--- src/rtl/philv_run_ctrl.sv ---
// -----------------------------------------------------------------------------
// philv_run_ctrl
//
// Run controller for the philosophy_v_core. It holds the core in reset for a
// fixed number of cycles, then lets it run until one of these happens: the
// cycle budget is used up, the PC reaches a breakpoint, or an external stop
// is raised. Every RUN cycle is recorded (PC, instruction, controller state)
// into a circular trace buffer. Software reads the buffer back through a
// registered port, where index 0 is the oldest valid entry.
//
// Ports
//   clk          system clock, rising edge
//   rstb         synchronous active-high reset
//   start        one-cycle pulse; starts a run from IDLE or DONE
//   stop_req     level; ends the current run
//   bp_en        breakpoint enable
//   bp_addr      breakpoint PC
//   core_pc      core's current PC
//   core_instr   core's current instruction
//   core_state   core main-controller state
//   core_en      clock enable to the core (combinational)
//   core_rstb    active-high reset to the core
//   running      high while in RUN
//   done         high while in DONE
//   done_cause   0 none, 1 cycle limit, 2 breakpoint, 3 stop
//   cycle_count  enabled core cycles in the current or last run
//   trace_count  number of valid trace entries
//   rd_idx       readback index (0 = oldest)
//   rd_pc        trace PC at rd_idx (one-cycle latency)
//   rd_instr     trace instruction at rd_idx (one-cycle latency)
//   rd_state     trace controller state at rd_idx (one-cycle latency)
// -----------------------------------------------------------------------------
module philv_run_ctrl #(
    parameter int ADDR_W      = 32,
    parameter int INSTR_W     = 32,
    parameter int STATE_W     = 4,
    parameter int CNT_W       = 16,
    parameter int MAX_CYCLES  = 10,
    parameter int RST_CYCLES  = 2,
    parameter int TRACE_DEPTH = 16
) (
    input  logic                             clk,
    input  logic                             rstb,
    input  logic                             start,
    input  logic                             stop_req,
    input  logic                             bp_en,
    input  logic [ADDR_W-1:0]                bp_addr,
    input  logic [ADDR_W-1:0]                core_pc,
    input  logic [INSTR_W-1:0]               core_instr,
    input  logic [STATE_W-1:0]               core_state,
    output logic                             core_en,
    output logic                             core_rstb,
    output logic                             running,
    output logic                             done,
    output logic [1:0]                       done_cause,
    output logic [CNT_W-1:0]                 cycle_count,
    output logic [$clog2(TRACE_DEPTH):0]     trace_count,
    input  logic [$clog2(TRACE_DEPTH)-1:0]   rd_idx,
    output logic [ADDR_W-1:0]                rd_pc,
    output logic [INSTR_W-1:0]               rd_instr,
    output logic [STATE_W-1:0]               rd_state
);

    localparam int PTR_W = $clog2(TRACE_DEPTH);
    localparam int TC_W  = PTR_W + 1;
    localparam int REC_W = ADDR_W + INSTR_W + STATE_W;
    localparam int RC_W  = (RST_CYCLES > 1) ? $clog2(RST_CYCLES) : 1;

    localparam logic [RC_W-1:0]  RST_LOAD   = RC_W'(RST_CYCLES - 1);
    localparam logic [CNT_W-1:0] LIMIT_LAST = (MAX_CYCLES == 0) ? '0 : CNT_W'(MAX_CYCLES - 1);
    localparam logic [TC_W-1:0]  DEPTH_TC   = TC_W'(TRACE_DEPTH);
    localparam logic             HAS_LIMIT  = (MAX_CYCLES != 0);

    localparam logic [1:0] CAUSE_NONE  = 2'd0;
    localparam logic [1:0] CAUSE_LIMIT = 2'd1;
    localparam logic [1:0] CAUSE_BP    = 2'd2;
    localparam logic [1:0] CAUSE_STOP  = 2'd3;

    typedef enum logic [1:0] {
        S_IDLE,
        S_RST,
        S_RUN,
        S_DONE
    } state_t;

    state_t             state_reg;
    logic [RC_W-1:0]    rst_cnt_reg;
    logic [PTR_W-1:0]   wr_ptr_reg;
    logic [REC_W-1:0]   trace_mem [TRACE_DEPTH];

    logic               bp_hit;
    logic               limit_hit;
    logic               cycle_sat;
    logic [REC_W-1:0]   rec_wr;
    logic [PTR_W-1:0]   rd_phys;
    logic               rd_valid;

    // The core is frozen on the breakpoint cycle itself, so the breakpoint
    // PC is recorded but never executed.
    assign bp_hit    = bp_en && (core_pc == bp_addr);
    assign core_en   = running && !bp_hit && !stop_req;
    assign limit_hit = HAS_LIMIT && core_en && (cycle_count == LIMIT_LAST);
    assign cycle_sat = &cycle_count;
    assign rec_wr    = {core_pc, core_instr, core_state};

    // Oldest entry sits trace_count slots behind the write pointer. When the
    // buffer is full the low bits of trace_count are zero, so the oldest
    // entry is the slot about to be overwritten.
    assign rd_phys  = wr_ptr_reg - trace_count[PTR_W-1:0] + rd_idx;
    assign rd_valid = ({1'b0, rd_idx} < trace_count);

    // Control FSM with registered outputs.
    always_ff @(posedge clk) begin
        if (rstb) begin
            state_reg   <= S_IDLE;
            rst_cnt_reg <= '0;
            wr_ptr_reg  <= '0;
            core_rstb   <= 1'b1;
            running     <= 1'b0;
            done        <= 1'b0;
            done_cause  <= CAUSE_NONE;
            cycle_count <= '0;
            trace_count <= '0;
        end else begin
            case (state_reg)
                S_IDLE, S_DONE: begin
                    if (start) begin
                        state_reg   <= S_RST;
                        rst_cnt_reg <= RST_LOAD;
                        wr_ptr_reg  <= '0;
                        core_rstb   <= 1'b1;
                        done        <= 1'b0;
                        done_cause  <= CAUSE_NONE;
                        cycle_count <= '0;
                        trace_count <= '0;
                    end
                end

                S_RST: begin
                    if (rst_cnt_reg == '0) begin
                        state_reg <= S_RUN;
                        core_rstb <= 1'b0;
                        running   <= 1'b1;
                    end else begin
                        rst_cnt_reg <= rst_cnt_reg - 1'b1;
                    end
                end

                S_RUN: begin
                    wr_ptr_reg <= wr_ptr_reg + 1'b1;
                    if (trace_count != DEPTH_TC) begin
                        trace_count <= trace_count + 1'b1;
                    end
                    if (core_en && !cycle_sat) begin
                        cycle_count <= cycle_count + 1'b1;
                    end

                    if (stop_req) begin
                        state_reg  <= S_DONE;
                        done_cause <= CAUSE_STOP;
                        running    <= 1'b0;
                        done       <= 1'b1;
                    end else if (bp_hit) begin
                        state_reg  <= S_DONE;
                        done_cause <= CAUSE_BP;
                        running    <= 1'b0;
                        done       <= 1'b1;
                    end else if (limit_hit) begin
                        state_reg  <= S_DONE;
                        done_cause <= CAUSE_LIMIT;
                        running    <= 1'b0;
                        done       <= 1'b1;
                    end
                end

                default: begin
                    state_reg <= S_IDLE;
                    core_rstb <= 1'b1;
                    running   <= 1'b0;
                    done      <= 1'b0;
                end
            endcase
        end
    end

    // Trace storage: write port only, no reset, so it maps onto RAM.
    always_ff @(posedge clk) begin
        if (!rstb && running) begin
            trace_mem[wr_ptr_reg] <= rec_wr;
        end
    end

    // Registered readback; entries beyond trace_count read as zero.
    always_ff @(posedge clk) begin
        if (rstb) begin
            rd_pc    <= '0;
            rd_instr <= '0;
            rd_state <= '0;
        end else if (rd_valid) begin
            {rd_pc, rd_instr, rd_state} <= trace_mem[rd_phys];
        end else begin
            rd_pc    <= '0;
            rd_instr <= '0;
            rd_state <= '0;
        end
    end

endmodule
--- config.mk ---
export PLATFORM = sky130hd
export DESIGN_NAME = philv_run_ctrl
export DESIGN_NICKNAME = d
export VERILOG_FILES = /design/src/rtl/philv_run_ctrl.sv
export SDC_FILE = /design/constraint.sdc
export NUM_CORES = 1
export LEC_CHECK = 0
export ABC_AREA = 1
export CORE_UTILIZATION = 30
export DETAILED_ROUTE_END_ITERATION = 8
export SLEW_MARGIN = 10
export SYNTH_ARGS = -nofsm -noshare
export SYNTH_HDL_FRONTEND = slang
export SYNTH_SLANG_ARGS = --single-unit
--- constraint.sdc ---
create_clock -name clk -period 6.2 [get_ports clk]
set_input_delay 0.93 -clock clk [delete_from_list [all_inputs] [get_ports clk]]
set_output_delay 0.93 -clock clk [all_outputs]
set_load 0.005 [all_outputs]
After elaboration in Yosys (flattened, before gate mapping)
Memories as Yosys holds them, arrays and structs flattened. A register that Yosys moved wholly into a read port is not among the register bits.
Index checks and enable logic that the tools add are counted.
Widths: inputs -> output; s select.
- register bits after elaboration: 33
- RAM bits: 1088
- input port bits: 109
- output and inout bits: 95
- word-level logic and storage cells: 90
- memories: 1
- $add $sub $neg: 6
- order comparisons: 1
- eq/ne operators: 11
- multiplexer cells: 36
- bitwise logic cells: 1
- reductions and logical operators: 25
- memory list (memory ; words ; bits a word ; read ports ; clocked after memory_dff ; wr ports ; RTL line ; source):
    trace_mem ; 16 ; 68 ; 1 ; 1 ; 1 ; 89 ; logic [REC_W-1:0] trace_mem [TRACE_DEPTH];
- operators with widths (operator ; count):
    $eq 32x32->1 ; 1
    $mux 16 ; 2
    $pmux 16 s2 ; 1
    $mux 2 ; 9
    $reduce_and 3->1 ; 6
    $add 16x1->16 const B ; 1
    $eq 16x4->1 const B ; 1
    $reduce_and 16->1 ; 1
    $mux 1 ; 13
    $mux 5 ; 2
    $pmux 5 s2 ; 1
    $ne 2x2->1 const B ; 4
    $pmux 1 s2 ; 4
    $pmux 4 s2 ; 1
    $logic_and 1x1->1 ; 6
    $pmux 2 s3 ; 1
    $reduce_bool 2->1 ; 3
    $add 5x1->5 const B ; 1
    $lt 4x5->1 ; 1
    $ne 5x5->1 const B ; 1
    $add 4x1->4 const B ; 1
    $add 4x4->4 ; 1
    $eq 2x2->1 const B ; 2
    $logic_not 1->1 ; 4
    10 further kinds ; 12

Logic depth before layout (Yosys ltp)
Gate-level depths: netlist (run 1).
- depth after elaboration: 10
- depth in mapped cells: 15
- gate-level depth less buffers: 15

Least setup slack after synthesis (run 1)
Ideal clock, no wire load.
- path kind: input port to flip-flop
- from: input rstb
- to: memory trace_mem[0][0] in the netlist's numbering (enable)
- setup time: 0.495 ns
- data arrival time: 4.291 ns
- required time: 5.705 ns
- setup slack: 1.415 ns
- cell stages on the path: 4
- buffers on the path: 1
- path through: clkbuf_1 -> nor2_1 -> nand2_1 -> nor2_1
- word-level cells in the longest chain between the ends: 4
- ends and longest elaborated chain (element ; RTL line ; source):
    from (decl) ; 43 ; input logic rstb,
    $logic_not 1->1 ; 188 ; if (!rstb && running) begin
    $logic_and 1x1->1 ; 188 ;
    $mux 1 ; 188 ;
    $mux 1 (implied by the code) ; 189 ; trace_mem[wr_ptr_reg] <= rec_wr;
    to (decl) ; 89 ;
No other way between the ends.

Worst setup path in the final report (run 1)
- from: input core_pc[22]
- to: output core_en
- word-level cells in the longest chain between the ends: 5
- ends and longest elaborated chain (element ; RTL line ; source):
    from (decl) ; 48 ; input logic [ADDR_W-1:0] core_pc,
    $eq 32x32->1 ; 100 ; assign bp_hit = bp_en && (core_pc == bp_addr);
    $logic_and 1x1->1 ; 100 ;
    $logic_not 1->1 ; 101 ; assign core_en = running && !bp_hit && !stop_req;
    $logic_and 1x1->1 (2 in a row) ; 101 ;
    to (decl) ; 51 ; output logic core_en,
No other way between the ends.

==> results of run 1 <==
[through the flow]
| stage | area (um2) | power (mW) | setup WS, ps |
|---|---|---|---|
| after global routing | 55300 | 31.3 | 1550 |
| after detailed placement | 51700 | 22.8 | 1420 |
| after CTS | 55300 | 29.6 | 1570 |
| after global placement | 51700 | 22.7 | 1400 |
| final | 55300 | 29.5 | 1780 |
| after floorplan | 47000 | 18.7 | 1410 |
[cell usage after synthesis]
library cell / instances / area (um2)
o21ai_2: 1 / 8.76
o21a_1: 1 / 7.51
a21boi_0: 1 / 7.51
a211oi_1: 3 / 22.5
buf_2: 55 / 275
xor2_1: 18 / 158
buf_6: 3 / 33.8
clkbuf_1: 156 / 586
nand3b_1: 2 / 15.0
buf_1: 6 / 22.5
xnor2_2: 1 / 16.3
nor3_2: 1 / 10.0
a21oi_1: 96 / 480
o211ai_1: 1 / 7.51
nand3_1: 33 / 165
inv_1: 104 / 390
and2_1: 1 / 6.26
xnor2_1: 6 / 52.6
o221a_2: 1 / 11.3
a31oi_1: 1 / 6.26
xor2_2: 1 / 16.3
ha_1: 18 / 225
edfxtp_1: 1088 / 32700
fa_1: 3 / 60.1
o21ai_0: 553 / 2770
or2_2: 1 / 6.26
o22ai_1: 272 / 1700
nand2_1: 304 / 1140
nand4_2: 1 / 12.5
dfxtp_1: 101 / 2020
inv_2: 2 / 7.51
nand4_1: 14 / 87.6
nor2_1: 626 / 2350
buf_4: 4 / 30.0
nor4_1: 5 / 31.3
o21ai_1: 2 / 10.0
mux2_2: 135 / 1520
a211oi_2: 1 / 12.5
nor3_1: 5 / 25.0
mux2_1: 1 / 11.3
[kinds of logic after synthesis]
| logic type | synth area share |
|---|---|
| AND/OR/NAND/NOR | 0.0819 |
| AO/OA/AOI/OAI | 0.107 |
| XOR/XNOR | 0.00517 |
| buffers and inverters | 0.0286 |
| adder cells (fa/ha/maj) | 0.00607 |
| multiplexers | 0.0326 |
| flip-flops | 0.738 |
[worst reg2reg max path, delay by kind of cell (launching register included)]
kind            cells  cell delay [ps]
fa+ha+maj           3             1310
mux                 1              170
simple gates        1               50
buf+inv             4              890
compound gates      3              840
flops               1              420
[report_power, final]
group          internal [mW]  switching (mW)  leakage, nW  total, mW
Combinational           5.15            8.18         5.41       13.3
Clock                   3.77            3.05         1.80       6.82
Sequential              9.06           0.254         10.6       9.31
[layout by cell type (no fill, tap or decap), drive strengths merged]
master | netlist | routed
a211oi | 4 | 4
a21boi | 1 | 1
a21oi | 96 | 96
a31oi | 1 | 1
and2 | 1 | 1
buf | 68 | 69
bufinv | 0 | 4
clkbuf | 156 | 166
clkdlybuf4s50 | 0 | 203
clkinv | 0 | 41
clkinvlp | 0 | 2
dfxtp | 101 | 101
diode | 0 | 2
edfxtp | 1088 | 1088
fa | 3 | 3
ha | 18 | 18
inv | 106 | 112
mux2 | 136 | 136
nand2 | 304 | 304
nand3 | 33 | 33
nand3b | 2 | 2
nand4 | 15 | 15
nor2 | 626 | 626
nor3 | 6 | 6
nor4 | 5 | 5
o211ai | 1 | 1
o21a | 1 | 1
o21ai | 556 | 556
o221a | 1 | 1
o22ai | 272 | 272
or2 | 1 | 1
xnor2 | 7 | 7
xor2 | 19 | 19
[layer usage]
layer  routed length [um]  GRT usage
met1                57900      0.224
met2                58900      0.247
met3                 9120     0.0304
met4                 2380     0.0358
met5                   37          0
[final timing paths]
check                     start            end  slack, ps  cells after the start
setup reg to reg  wr_ptr_reg[0]   rd_instr[20]       2370                     12
setup / recovery    core_pc[22]        core_en       1780                      7
hold / removal    done_cause[1]  done_cause[1]        470                      2
hold reg to reg   done_cause[1]  done_cause[1]        470                      2
[layout make-up]
type,count,share of cell area
diodes,2,0.0000905
repair buffers,272,0.0517
clock buffers,166,0.0577
clock inverters,53,0.00862
inverters,106,0.00746
well taps,2044,0.0462
multi-input cells,2109,0.201
flip-flops and latches,1189,0.627
==> key figures, run 1 <==
Route
  – WL/cell: approximately 22 um
  – Vias post-DR: a little under 30000
  – Antenna-violating nets left: 0
  – Final wirelength: between 100000 and 150000 um
  – DRT Pass-1 Iters: 5
  – Initial DRC count: ~2900
  – Via-per-instance ratio: ~5
  – Drt drc: 0

STA
  – Fmax achieved: around 230 MHz
  – Clk_skew: about 67 ps
  – RSZ-0062 raised after global routing: false
  – Min Tclk post-route: 4420 ps
  – Fin. Hold Viols: 0
  – Slew Limit Fails: 0
  – Worst-Margin Slew: around 1100 ps
  – Min Hold Slack: 469 ps
  – Setup violations, final: 0
  – Setup TNS: 0 ps
  – Tcrit/Tclk final: 0.712
  – Slew Limit Headroom: 0.284

Finish
  – Fraction of layout cells with a size suffix above 1: 0.104
  – Fin nets: between 3000 and 4000
  – Regs by FF count: trace_mem: 1088 flops, rd_instr: 32 flops, rd_pc: 32 flops
  – Largest register FFs: 1088
  – Reg area: about 35000 um2
  – Layout Cells excl Fill: 5941
  – Top reg by flops: trace_mem
  – Synth-to-Final Area Change: 17.7%
  – Final Core Density: 0.357
  – Fill cell count: 14800
  – Area of the multi-input gates: approximately 11000 um2

Pwr
  – Peak supply drop: ~0.94 mV
  – Pwr/cell area: roughly 530 nW/um2
  – P_leak: ~18 nW

Clock network
  – Post-CTS setup buffers: 0
  – CTS clock-pin slew for the worst setup and hold paths: ~60 ps
  – # hold bufs at CTS: 0
  – CTS Buf Count: between 100 and 150
  – Clock latency on the worst-skew pair: 750 ps
  – H-tree depth: 3
  – CTS tree: built
  – CTS Buffer Depth: 3
  – CTS root buf: clkbuf_16
  – Clk sink count: 1189
  – Resized Gates After CTS: 0

Die
  – Die area: 158000 um2
  – FP Rows: about 140
  – Core area: ~150000 um2
  – Io pins: between 200 and 250
  – Die height: about 400 um
  – Starting Density: 0.304
  – Width of the chip: between 300 and 400 um

Setup path
  – WP data arrival: about 3500 ps
  – WS Path Type: input pin to output port
  – CP delay by family, top: buffers and inverters
  – Setup crit start kind: input pin
  – Crit path cell chain: clkdlybuf4s50_1, xor2_1, nor3_1, nand3_1, nor2_1, nor3_1, clkdlybuf4s50_1
  – CP max-delay cell: clkdlybuf4s50_1
  – Critical path required time: between 5000 and 6000 ps
  – Worst-path maximum fanout: 17
  – Max stage delay on crit path: 860 ps
  – Worst path bufs/invs: 2
  – Worst Setup End Kind: output port

Global route
  – Largest net degree at the start of global routing: between 200 and 250
  – Number of global-route vias before repair: between 20000 and 30000
  – Total GRT Usage: 0.158
  – GRT Residual Overflow: 0
  – First-pass GRT wire length: roughly 190000 um
  – Initial antenna violation count: 17

Placed design
  – Hpwl dp: just under 70000 um
  – Inst Count DP: 5720
  – I/O Buffers: 203
  – GPL Wtd Cong: just over 0.8

Yosys
  – Post-Syn Nets: between 3000 and 4000
  – Mapped Avg Cell Area: around 13 um2
  – Cell count after synthesis: around 3600
  – Warnings, synthesis: 0
  – Register area share after synthesis: 0.738
  – Flops & latches, synth: roughly 1200
  – Synth cell types: 40
  – Mapped Area: 47000 um2

Hold path
  – Worst Hold Class: flip-flop to flip-flop

Outcome
  – Status: complete, no violations

Run
  – Max-cap violations: 0
(Power assumes the default switching activity.)
==> inputs of run 2 (changes only) <==
- clock period: 6.2 -> 3.6 ns (I/O delays scaled with it)
==> key figures, run 2 (synthesized netlist as in run 1, its figures left out) <==
Outcome
  – Status: complete, no violations

STA
  – Fmax achieved: between 200 and 300 MHz
  – Clk_skew: 54.6 ps (-12.6 ps)
  – Worst-Margin Slew: 764 ps (-308 ps)
  – Tcrit/Tclk final: 0.927
  – Min Tclk post-route: 3340 ps
  – Setup violations, final: 0 (unchanged)
  – RSZ-0062 raised after global routing: false
  – Slew Limit Fails: 0 (unchanged)
  – Final worst slack: 264 ps (-1520 ps)
  – Slew Limit Headroom: 0.490 (+0.206)
  – Fin. Hold Viols: 0 (unchanged)

Pwr
  – Sw frac: 0.375 (-0.0151)
  – Pwr/cell area: 943 nW/um2 (+77%)
  – Flop pwr share: 0.296 (-0.020)
  – Sw Pwr: 20.3 mW (+77%)
  – Peak supply drop: 0.715 mV (-24%)
  – P_leak: 18.8 nW (+5.7%)
  – Combinational power share: 0.473 (+0.020)
  – Power Internal: 33.8 mW (+88%)
  – Clock share of power: 0.231 (about the same)

Clock network
  – CTS Buf Count: 119 (+2.6%)
  – Resized Gates After CTS: 0 (unchanged)
  – CTS clock-pin slew for the worst setup and hold paths: 60 ps (about the same)
  – CTS tree: built
  – Clock latency on the worst-skew pair: 760 ps (about the same)
  – Post-CTS setup buffers: 0 (unchanged)
  – H-tree depth: 3 (unchanged)
  – CTS root buf: clkbuf_16
  – # hold bufs at CTS: 0 (unchanged)
  – Clk sink count: 1189 (unchanged)
  – CTS Buffer Depth: 3 (unchanged)

Route
  – Vias post-DR: 30300 (+2.0%)
  – Via-per-instance ratio: 4.99 (-0.25%)
  – DRT Pass-1 Iters: 5 (unchanged)
  – Drt drc: 0 (unchanged)
  – WL/cell: 22.0 um (+1.7%)
  – Antenna-violating nets left: 0 (unchanged)
  – Final wirelength: 134000 um (+4.0%)
  – Initial DRC count: 2677 (-7.9%)

Setup path
  – Worst-path maximum fanout: 23 (+6)
  – Worst reg2reg path depth: 14 (+2)
  – Max stage delay on crit path: 950 ps (+90 ps)
  – Worst R2R End: rd_instr[22]
  – Worst Setup End Kind: flip-flop
  – R2r startpoint: wr_ptr_reg[0]
  – CP Launch Point: wr_ptr_reg[0]
  – Critical path required time: 4240 ps (-1030 ps)
  – Worst path bufs/invs: 6 (+4)
  – FF-to-FF setup slack: 260 ps (-2110 ps)
  – Setup crit start kind: flip-flop
  – CP max-delay cell: fa_4
  – WP data arrival: 3980 ps (+490 ps)
  – Setup crit end: rd_instr[22]
  – Crit path cell chain: inv_1, ha_1, inv_1, ha_4, inv_1, fa_4, buf_12, buf_12, buf_12, o21ai_0, o22ai_1, mux2_2, nand2_1, a21oi_1
  – Number of cells on the critical path: 14 (+7)
  – WS Path Type: flip-flop to flip-flop
  – CP delay by family, top: adder cells

Die
  – Core area: 155000 um2 (unchanged)
  – Io pins: 204 (unchanged)
  – FP Rows: 144 (unchanged)
  – Die height: 398 um (unchanged)
  – Die area: 158000 um2 (unchanged)
  – Starting Density: 0.304 (unchanged)
  – Width of the chip: 398 um (unchanged)

Hold path
  – Worst Hold Class: flip-flop to flip-flop

Run
  – Max-cap violations: 0 (unchanged)

Finish
  – Regs by FF count: trace_mem: 1088 flops, rd_instr: 32 flops, rd_pc: 32 flops
  – Largest register FFs: 1088 (unchanged)
  – Top reg by flops: trace_mem
  – Fraction of layout cells with a size suffix above 1: 0.136 (+0.0322)
  – Fin nets: 4056 (+3.4%)
  – Most frequent cells in the layout: edfxtp_1, nor2_1, o21ai_0, nand2_1, o22ai_1
  – Commonest non-fill, non-tap cell in the layout: edfxtp_1
  – Synth-to-Final Area Change: 22.2%
  – Layout Cells excl Fill: 6077 (+2.3%)

Global route
  – GRT Residual Overflow: 0 (unchanged)
  – First-pass GRT wire length: 195000 um (+4.3%)
  – Initial antenna violation count: 12 (-5)
  – Total GRT Usage: 0.165 (+0.00757)
  – Largest net degree at the start of global routing: 128 (-43%)
  – Number of global-route vias before repair: 29300 (+2.7%)

Placed design
  – Hpwl dp: 76800 um (+12%)
  – GPL Wtd Cong: 0.823 (+1.5%)
  – Worst setup slack after placement: -394 ps (-1820 ps)
  – Inst Count DP: 5849 (+2.3%)
  – I/O Buffers: 203 (unchanged)
==> run 2: cell types whose count changed in the layout (fill, tap and decap cells not counted), moves of 2 or more <==
cell | before | now
clkinv_4 | 2 | 4
clkinv_1 | 8 | 14
clkbuf_16 | 116 | 119
clkinvlp_4 | 2 | 7
clkbuf_1 | 40 | 28
clkinv_2 | 28 | 26
clkinv_16 | 3 | 5
buf_12 | 25 | 89
bufinv_16 | 4 | 11
buf_4 | 44 | 109
==> run 2: worst min path at each step <==
| stage | startpoint | to | slack (ps) | depth (start not counted) |
|---|---|---|---|---|
| after floorplan | state_reg[1] | state_reg[1] | 460 | 2 |
| after global placement | done | done | 460 | 2 |
| after detailed placement | done | done | 460 | 2 |
| after CTS | done | done | 470 | 2 |
| after global routing | done | done | 520 | 2 |
| final | done | done | 470 | 2 |
==> run 2: metrics by stage <==
| step | total power, mW | TNS, ps | hold slack [ps] | util | cell area (um2) |
|---|---|---|---|---|---|
| floorplan | 32.2 | -865060 | 456 | - | 47000 |
| detailed placement | 41.9 | -14990 | 459 | 0.345 | 53400 |
| CTS | 54.5 | 0 | 474 | 0.371 | 57400 |
| finish | 54.1 | 0 | 474 | 0.371 | 57400 |
| global placement | 41.7 | -13560 | 458 | 0.345 | 53400 |
| global route | 57.5 | 0 | 520 | 0.371 | 57400 |
==> run 2: layer usage <==
metal / up-vias / global-route usage / share of wire
met3: 181 / 0.0337 / 0.072
met4: 18 / 0.0405 / 0.020
met1: 15200 / 0.228 / 0.44
li1: 13900 / - / -
met5: - / 0 / 0.00081
met2: 1026 / 0.265 / 0.47
==> run 2: power by group through the flow <==
stage	Combinational (mW)	Clock (mW)	Sequential, mW
5_1_grt	28.2	13.2	16.0
3_3_place_gp	25.4	0	16.3
4_1_cts	25.7	12.7	16.0
6_report	25.6	12.5	16.0
3_5_place_dp	25.6	0	16.3
2_1_floorplan	16.2	0	16.1
==> run 2: worst min-delay path, stage by stage, from the launching register on <==
cell	delay, ps
dfxtp_1	310
nand2_1	60
a21oi_1	50
==> run 2: area by class of cell <==
cell class | instances | area (um2)
Fill cell | 14600 | 97300
Sequential cell | 1189 | 34700
Multi-Input combinational cell | 2109 | 11100
Timing Repair Buffer | 401 | 4630
Clock buffer | 156 | 3210
Tap cell | 2044 | 2560
Clock inverter | 71 | 786
Inverter | 106 | 413
Antenna cell | 1 | 2.50
